<file path="config.mk">
export PLATFORM = sky130hd
export DESIGN_NAME = fb_text_writer
export DESIGN_NICKNAME = d
export VERILOG_FILES = /design/src/rtl/fb_text_writer.sv
export SDC_FILE = /design/constraint.sdc
export NUM_CORES = 1
export LEC_CHECK = 0
export ABC_AREA = 1
export BUFFER_PORTS_ARGS = -buffer_cell sky130_fd_sc_hd__buf_4
export CORE_MARGIN = 5
export CORE_UTILIZATION = 35
export CTS_CLUSTER_SIZE = 28
export DETAILED_ROUTE_END_ITERATION = 16
export PLACE_DENSITY_LB_ADDON = 0.2
export RECOVER_POWER = 50
export SKIP_CTS_REPAIR_TIMING = 1
export SYNTH_ARGS = -nofsm -noshare
export SYNTH_HDL_FRONTEND = slang
export SYNTH_SLANG_ARGS = --single-unit
</file>
<file path="constraint.sdc">
create_clock -name clk -period 6.9 [get_ports clk]
set_input_delay 1.035 -clock clk [delete_from_list [all_inputs] [get_ports clk]]
set_output_delay 1.035 -clock clk [all_outputs]
set_load 0.01 [all_outputs]
</file>
<file path="src/rtl/fb_text_writer.sv">
`default_nettype none
// ============================================================================
// Module   : fb_text_writer
// Purpose  : Terminal-style character writer for the 80x60 text frame buffer.
//            Places glyphs via read-modify-write of two-glyph memory words and
//            handles newline, carriage return, backspace, row clear on entry
//            and full-screen clear.
// Revision : 1.0 - initial release
// ============================================================================
module fb_text_writer #(
    parameter int                    ADDR_WIDTH = 16,
    parameter logic [ADDR_WIDTH-1:0] FB_START   = 'h3000,
    parameter int                    COLS       = 80,
    parameter int                    ROWS       = 60,
    parameter logic [7:0]            BLANK      = 8'h00
) (
    input  logic                  clk,
    input  logic                  reset,
    input  logic                  char_valid,
    input  logic [7:0]            char_data,
    output logic                  char_ready,
    output logic                  busy,
    output logic [6:0]            cursor_col,
    output logic [5:0]            cursor_row,
    output logic                  mem_req,
    input  logic                  mem_gnt,
    output logic                  mem_we,
    output logic [ADDR_WIDTH-1:0] mem_addr,
    output logic [15:0]           mem_wdata,
    input  logic [15:0]           mem_rdata
);

    localparam logic [2:0] c_IDLE   = 3'd0;
    localparam logic [2:0] c_RD     = 3'd1;
    localparam logic [2:0] c_RWAIT  = 3'd2;
    localparam logic [2:0] c_WR     = 3'd3;
    localparam logic [2:0] c_ROWCLR = 3'd4;
    localparam logic [2:0] c_SCRCLR = 3'd5;

    localparam int          c_ROW_WORDS        = COLS / 2;
    localparam int          c_SCREEN_WORDS     = c_ROW_WORDS * ROWS;
    localparam logic [6:0]  c_LAST_COL         = 7'(COLS - 1);
    localparam logic [5:0]  c_LAST_ROW         = 6'(ROWS - 1);
    localparam logic [11:0] c_LAST_ROW_WORD    = 12'(c_ROW_WORDS - 1);
    localparam logic [11:0] c_LAST_SCREEN_WORD = 12'(c_SCREEN_WORDS - 1);

    localparam logic [7:0]  c_BS = 8'h08;
    localparam logic [7:0]  c_LF = 8'h0A;
    localparam logic [7:0]  c_FF = 8'h0C;
    localparam logic [7:0]  c_CR = 8'h0D;

    logic [2:0]            r_state, w_state_next;
    logic [6:0]            r_col, w_col_next;
    logic [5:0]            r_row, w_row_next;
    logic [7:0]            r_byte, w_byte_next;
    logic                  r_bs, w_bs_next;
    logic [11:0]           r_cnt, w_cnt_next;
    logic                  r_req, w_req_next;
    logic                  r_we, w_we_next;
    logic [ADDR_WIDTH-1:0] r_addr, w_addr_next;
    logic [15:0]           r_wdata, w_wdata_next;
    logic                  r_ready;
    logic                  r_busy;

    logic                  w_grant;
    logic                  w_accept;
    logic                  w_printable;
    logic [5:0]            w_row_adv;
    logic [15:0]           w_merged;

    // Word address of a glyph pair: base + row * words-per-row + col/2.
    function automatic logic [ADDR_WIDTH-1:0] f_word_addr(input logic [5:0] word_col,
                                                          input logic [5:0] row);
        f_word_addr = FB_START
                    + ADDR_WIDTH'(row) * ADDR_WIDTH'(c_ROW_WORDS)
                    + ADDR_WIDTH'(word_col);
    endfunction

    assign w_grant     = r_req & mem_gnt;
    assign w_accept    = (r_state == c_IDLE) & char_valid;
    assign w_printable = (char_data >= 8'h20);
    assign w_row_adv   = (r_row == c_LAST_ROW) ? 6'd0 : r_row + 6'd1;
    // Even column lives in the high byte, odd column in the low byte.
    assign w_merged    = r_col[0] ? {mem_rdata[15:8], r_byte} : {r_byte, mem_rdata[7:0]};

    // State register; reset aborts any operation in progress.
    always_ff @(posedge clk) begin
        if (reset) begin
            r_state <= c_IDLE;
        end else begin
            r_state <= w_state_next;
        end
    end

    // Next-state decode.
    always_comb begin
        w_state_next = r_state;
        case (r_state)
            c_IDLE: begin
                if (w_accept) begin
                    if (w_printable) begin
                        w_state_next = c_RD;
                    end else if (char_data == c_LF) begin
                        w_state_next = c_ROWCLR;
                    end else if ((char_data == c_BS) && (r_col != 7'd0)) begin
                        w_state_next = c_RD;
                    end else if (char_data == c_FF) begin
                        w_state_next = c_SCRCLR;
                    end
                end
            end
            c_RD: begin
                if (w_grant) w_state_next = c_RWAIT;
            end
            c_RWAIT: begin
                w_state_next = c_WR;
            end
            c_WR: begin
                if (w_grant) begin
                    w_state_next = (!r_bs && (r_col == c_LAST_COL)) ? c_ROWCLR : c_IDLE;
                end
            end
            c_ROWCLR: begin
                if (w_grant && (r_cnt == c_LAST_ROW_WORD)) w_state_next = c_IDLE;
            end
            c_SCRCLR: begin
                if (w_grant && (r_cnt == c_LAST_SCREEN_WORD)) w_state_next = c_IDLE;
            end
            default: begin
                w_state_next = c_IDLE;
            end
        endcase
    end

    // Next values of cursor, latched byte and memory-port outputs.
    always_comb begin
        w_col_next   = r_col;
        w_row_next   = r_row;
        w_byte_next  = r_byte;
        w_bs_next    = r_bs;
        w_cnt_next   = r_cnt;
        w_req_next   = r_req;
        w_we_next    = r_we;
        w_addr_next  = r_addr;
        w_wdata_next = r_wdata;
        case (r_state)
            c_IDLE: begin
                if (w_accept) begin
                    w_byte_next = (char_data == c_BS) ? BLANK : char_data;
                    w_bs_next   = (char_data == c_BS);
                    if (w_printable) begin
                        w_req_next  = 1'b1;
                        w_we_next   = 1'b0;
                        w_addr_next = f_word_addr(r_col[6:1], r_row);
                    end else if (char_data == c_LF) begin
                        w_col_next   = 7'd0;
                        w_row_next   = w_row_adv;
                        w_req_next   = 1'b1;
                        w_we_next    = 1'b1;
                        w_addr_next  = f_word_addr(6'd0, w_row_adv);
                        w_wdata_next = {BLANK, BLANK};
                        w_cnt_next   = 12'd0;
                    end else if (char_data == c_CR) begin
                        w_col_next = 7'd0;
                    end else if ((char_data == c_BS) && (r_col != 7'd0)) begin
                        w_col_next  = r_col - 7'd1;
                        w_req_next  = 1'b1;
                        w_we_next   = 1'b0;
                        w_addr_next = f_word_addr(w_col_next[6:1], r_row);
                    end else if (char_data == c_FF) begin
                        w_req_next   = 1'b1;
                        w_we_next    = 1'b1;
                        w_addr_next  = FB_START;
                        w_wdata_next = {BLANK, BLANK};
                        w_cnt_next   = 12'd0;
                    end
                end
            end
            c_RD: begin
                if (w_grant) w_req_next = 1'b0;
            end
            c_RWAIT: begin
                w_req_next   = 1'b1;
                w_we_next    = 1'b1;
                w_wdata_next = w_merged;
            end
            c_WR: begin
                if (w_grant) begin
                    if (r_bs) begin
                        w_req_next = 1'b0;
                        w_we_next  = 1'b0;
                    end else if (r_col != c_LAST_COL) begin
                        w_col_next = r_col + 7'd1;
                        w_req_next = 1'b0;
                        w_we_next  = 1'b0;
                    end else begin
                        w_col_next   = 7'd0;
                        w_row_next   = w_row_adv;
                        w_addr_next  = f_word_addr(6'd0, w_row_adv);
                        w_wdata_next = {BLANK, BLANK};
                        w_cnt_next   = 12'd0;
                    end
                end
            end
            c_ROWCLR: begin
                if (w_grant) begin
                    if (r_cnt == c_LAST_ROW_WORD) begin
                        w_req_next = 1'b0;
                        w_we_next  = 1'b0;
                    end else begin
                        w_cnt_next  = r_cnt + 12'd1;
                        w_addr_next = r_addr + 1'b1;
                    end
                end
            end
            c_SCRCLR: begin
                if (w_grant) begin
                    if (r_cnt == c_LAST_SCREEN_WORD) begin
                        w_req_next = 1'b0;
                        w_we_next  = 1'b0;
                        w_col_next = 7'd0;
                        w_row_next = 6'd0;
                    end else begin
                        w_cnt_next  = r_cnt + 12'd1;
                        w_addr_next = r_addr + 1'b1;
                    end
                end
            end
            default: begin
                w_req_next = 1'b0;
                w_we_next  = 1'b0;
            end
        endcase
    end

    // Output and datapath registers; handshake flags follow the next state.
    always_ff @(posedge clk) begin
        if (reset) begin
            r_col   <= 7'd0;
            r_row   <= 6'd0;
            r_byte  <= 8'd0;
            r_bs    <= 1'b0;
            r_cnt   <= 12'd0;
            r_req   <= 1'b0;
            r_we    <= 1'b0;
            r_addr  <= FB_START;
            r_wdata <= 16'd0;
            r_ready <= 1'b1;
            r_busy  <= 1'b0;
        end else begin
            r_col   <= w_col_next;
            r_row   <= w_row_next;
            r_byte  <= w_byte_next;
            r_bs    <= w_bs_next;
            r_cnt   <= w_cnt_next;
            r_req   <= w_req_next;
            r_we    <= w_we_next;
            r_addr  <= w_addr_next;
            r_wdata <= w_wdata_next;
            r_ready <= (w_state_next == c_IDLE);
            r_busy  <= (w_state_next != c_IDLE);
        end
    end

    assign char_ready = r_ready;
    assign busy       = r_busy;
    assign cursor_col = r_col;
    assign cursor_row = r_row;
    assign mem_req    = r_req;
    assign mem_we     = r_we;
    assign mem_addr   = r_addr;
    assign mem_wdata  = r_wdata;

endmodule
`default_nettype wire
</file>
==> flow_metrics.py <==
metrics = {
    "run_status": {
        "outcome": "finished, violations left",
        "violations": "capacitance limit, slew limit",
    },
    "placed_design": {
        "dp_hpwl_mm": 12.4,
        "dp_cells": 1149,
        "placed_cell_area_sq_mm": 0.00624,
        "gp_congestion": 0.889,
        "portBuffers": 76,
        "post-place-ws_ps": 3510,
    },
    "cells_and_area": {
        "nets": 1004,
        "synthToLayoutAreaGrowth_pct": 14.4,
        "final_area_sq_mm": 0.00635,
        "drive_gt1_frac": 0.0770,
        "final_cells": 1164,
        "fill_cells": 1757,
        "fin_util": 0.404,
        "diodes": 0,
    },
    "worst_setup_path": {
        "r2r_setup_slack_ps": 3430,
        "regToRegStartpoint": "cursor_col[0]",
        "path_max_fanout": 48,
        "cp.arrival_ps": 4250,
        "cp.required_ps": 7130,
        "worstSetupEndpointType": "flop",
        "r2r_end": "mem_addr[11]",
        "reg2reg_depth": 21,
        "path_class": "primary input to flop",
        "cp-start-kind": "primary input",
    },
    "clocking": {
        "clock-sinks": 73,
        "cts_htree_levels": 3,
        "cts_buffer_depth": 2,
        "numCtsBuffers": 9,
        "clkSlewWorstSetupHoldPaths_ps": 60,
        "cts_tree": "done",
        "clk_latency_ps": 350,
        "cts_root_buf": "clkbuf_16",
    },
    "synth": {
        "yosys_register_bits": 73,
        "synth_top_area_cell": "dfxtp_1",
        "synth_warnings": 0,
        "synth_top_flop_cell": "dfxtp_1",
        "synth_edf_count": 0,
        "netlist_top_cells_area": "dfxtp_1, nand2_1, nor2_1",
        "avgSynthCellArea_sq_um": 6.29,
        "netlist_instances": 882,
        "yosysSeqAreaShare": 0.263,
        "netlist_area_sq_mm": 0.00555,
        "yosysUniqueCellTypes": 44,
        "async_reset_ff_frac": 0,
        "synth.most_common_cell": "nand2_1",
        "synth_top_area_frac": 0.263,
        "synth_nets": 942,
        "synth_common_cells": "nand2_1, nor2_1, inv_1, nand3_1, dfxtp_1",
    },
    "timing": {
        "worstMarginPinSlew_ps": 2390,
        "fin_crit_sh": 0.584,
        "worst_slew_margin_rel": -0.593,
        "max_freq_ghz": 0.248,
        "fin_skew_ps": 10.8,
        "rsz0062_at_grt": "false",
        "min_period_ps": 4030,
        "hold_viol_final": 0,
        "finalSetupTns_ps": 0,
        "setup_ws_ps": 2870,
        "maxSlewViolCount": 49,
        "finalSetupViolations": 0,
    },
    "detailed_routing": {
        "wl_met3_mm": 1.01,
        "drt_first_pass_iters": 5,
        "dr.first_iter.drc_count": 425,
        "vias": 5836,
        "drt_wl_total_mm": 16.5,
        "top_layer_used": "met4",
        "wl_per_cell_microns": 14.2,
        "wl_met1_mm": 8.12,
        "wl_met2_mm": 7.18,
        "drc": 0,
        "postRouteAntennaNets": 0,
        "drt-vias-per-instance": 5.01,
    },
    "floorplanning": {
        "ios": 77,
        "dieArea_sq_mm": 0.0185,
        "dieHeight_microns": 136,
        "die_w_microns": 136,
        "initial_core_util": 0.353,
        "rows": 46,
        "core-area_sq_mm": 0.0157,
    },
    "global_route": {
        "grt_pass1_wl_mm": 27.1,
        "grt_pass1_vias": 5411,
        "track_usage": 0.181,
        "grt_overflow": 0,
        "antenna_found_initial": 0,
        "grt_max_degree": 49,
    },
    "power": {
        "p_leak_nw": 2.73,
        "p_per_area_mw_per_mm2": 422,
        "ir_worst_vdd_mv": 0.200,
    },
    "hold_path": {
        "hold_class": "flop to flop",
        "hold_depth": 2,
        "hold_start": "mem_wdata[14]",
        "min_to": "mem_wdata[14]",
    },
    "job": {
        "drv_cap": 1,
    },
}
cells in the final DEF (no fill, tap or decap), types with 2 or more instances in the layout:
master | synthesis | final
inv_2 | 8 | 8
o22ai_1 | 7 | 7
nand2_2 | 4 | 4
buf_4 | 3 | 25
nor3_1 | 19 | 19
clkbuf_1 | 12 | 50
nor2_2 | 3 | 2
o211ai_1 | 3 | 3
nor2_4 | 5 | 5
clkinvlp_4 | 0 | 2
xor2_1 | 24 | 24
nand2_4 | 2 | 2
nand2_1 | 247 | 247
o21ai_0 | 42 | 42
clkbuf_16 | 0 | 9
dfxtp_1 | 73 | 73
xnor2_1 | 3 | 3
ha_1 | 28 | 28
nor2_1 | 106 | 107
nand4_1 | 13 | 13
or2_2 | 5 | 5
o21ai_1 | 2 | 2
inv_1 | 85 | 85
fa_1 | 4 | 4
a21oi_1 | 70 | 70
nand3_1 | 77 | 77
a211oi_1 | 9 | 9
a22oi_1 | 3 | 3
registers in the layout, indices dropped and copies added (netlist names), 3 cells and up:
name        count
cursor_row      6
mem_addr       16
mem_wdata      16
r_cnt          12
r_byte          8
r_state         3
cursor_col      7
worst max path at each step:
stage,from,endpoint,cells after the start
6_report,reset,busy,4
2_1_floorplan,cursor_col[0],mem_addr[11],24
3_5_place_dp,cursor_col[0],mem_addr[11],21
3_3_place_gp,cursor_col[0],mem_addr[11],21
5_1_grt,reset,busy,4
4_1_cts,cursor_col[0],mem_addr[11],21
where the power goes:
group | leakage, nW | switching [mW] | internal, mW
clock network | 0.138 | 0.199 | 0.279
logic | 1.99 | 1.02 | 0.515
registers | 0.595 | 0.143 | 0.520
total | 2.73 | 1.37 | 1.31
stage by stage:
stage,power [mW],hold WS (ps)
floorplan,1.83,459
global placement,2.26,454
detailed placement,2.25,455
CTS,2.75,466
global route,2.94,478
finish,2.68,460
layer usage:
layer  vias to the layer above  GRT usage
met5                         -          0
met4                         0     0.0465
li1                       3019          -
met1                      2641      0.267
met3                        16     0.0370
met2                       160      0.269
final cells by class:
cell class | instances | area (sq um) | area share
timing repair buffer | 76 | 383 | 0.0603
clock buffer | 9 | 225 | 0.0355
multi-input combinational | 690 | 3590 | 0.565
tap | 216 | 270 | 0.0426
sequential | 73 | 1460 | 0.230
clock inverter | 6 | 67.6 | 0.0106
inverter | 94 | 353 | 0.0556
worst max-delay path, cell delays in order:
cell and delay (ps):
clkbuf_1 1670, inv_1 1070, o21ai_0 380, inv_1 60
cells by family (layout without fill, tap and decap cells):
group / Yosys count / in the layout / synth area share
AND/OR/NAND/NOR: 489 / 489 / 0.386
AO/OA/AOI/OAI: 142 / 142 / 0.141
buffers and inverters: 119 / 185 / 0.0898
flip-flops: 73 / 73 / 0.263
adder cells (fa/ha/maj): 32 / 32 / 0.0776
XOR/XNOR: 27 / 27 / 0.0426
No activity file was read; power rests on OpenSTA's default activity.
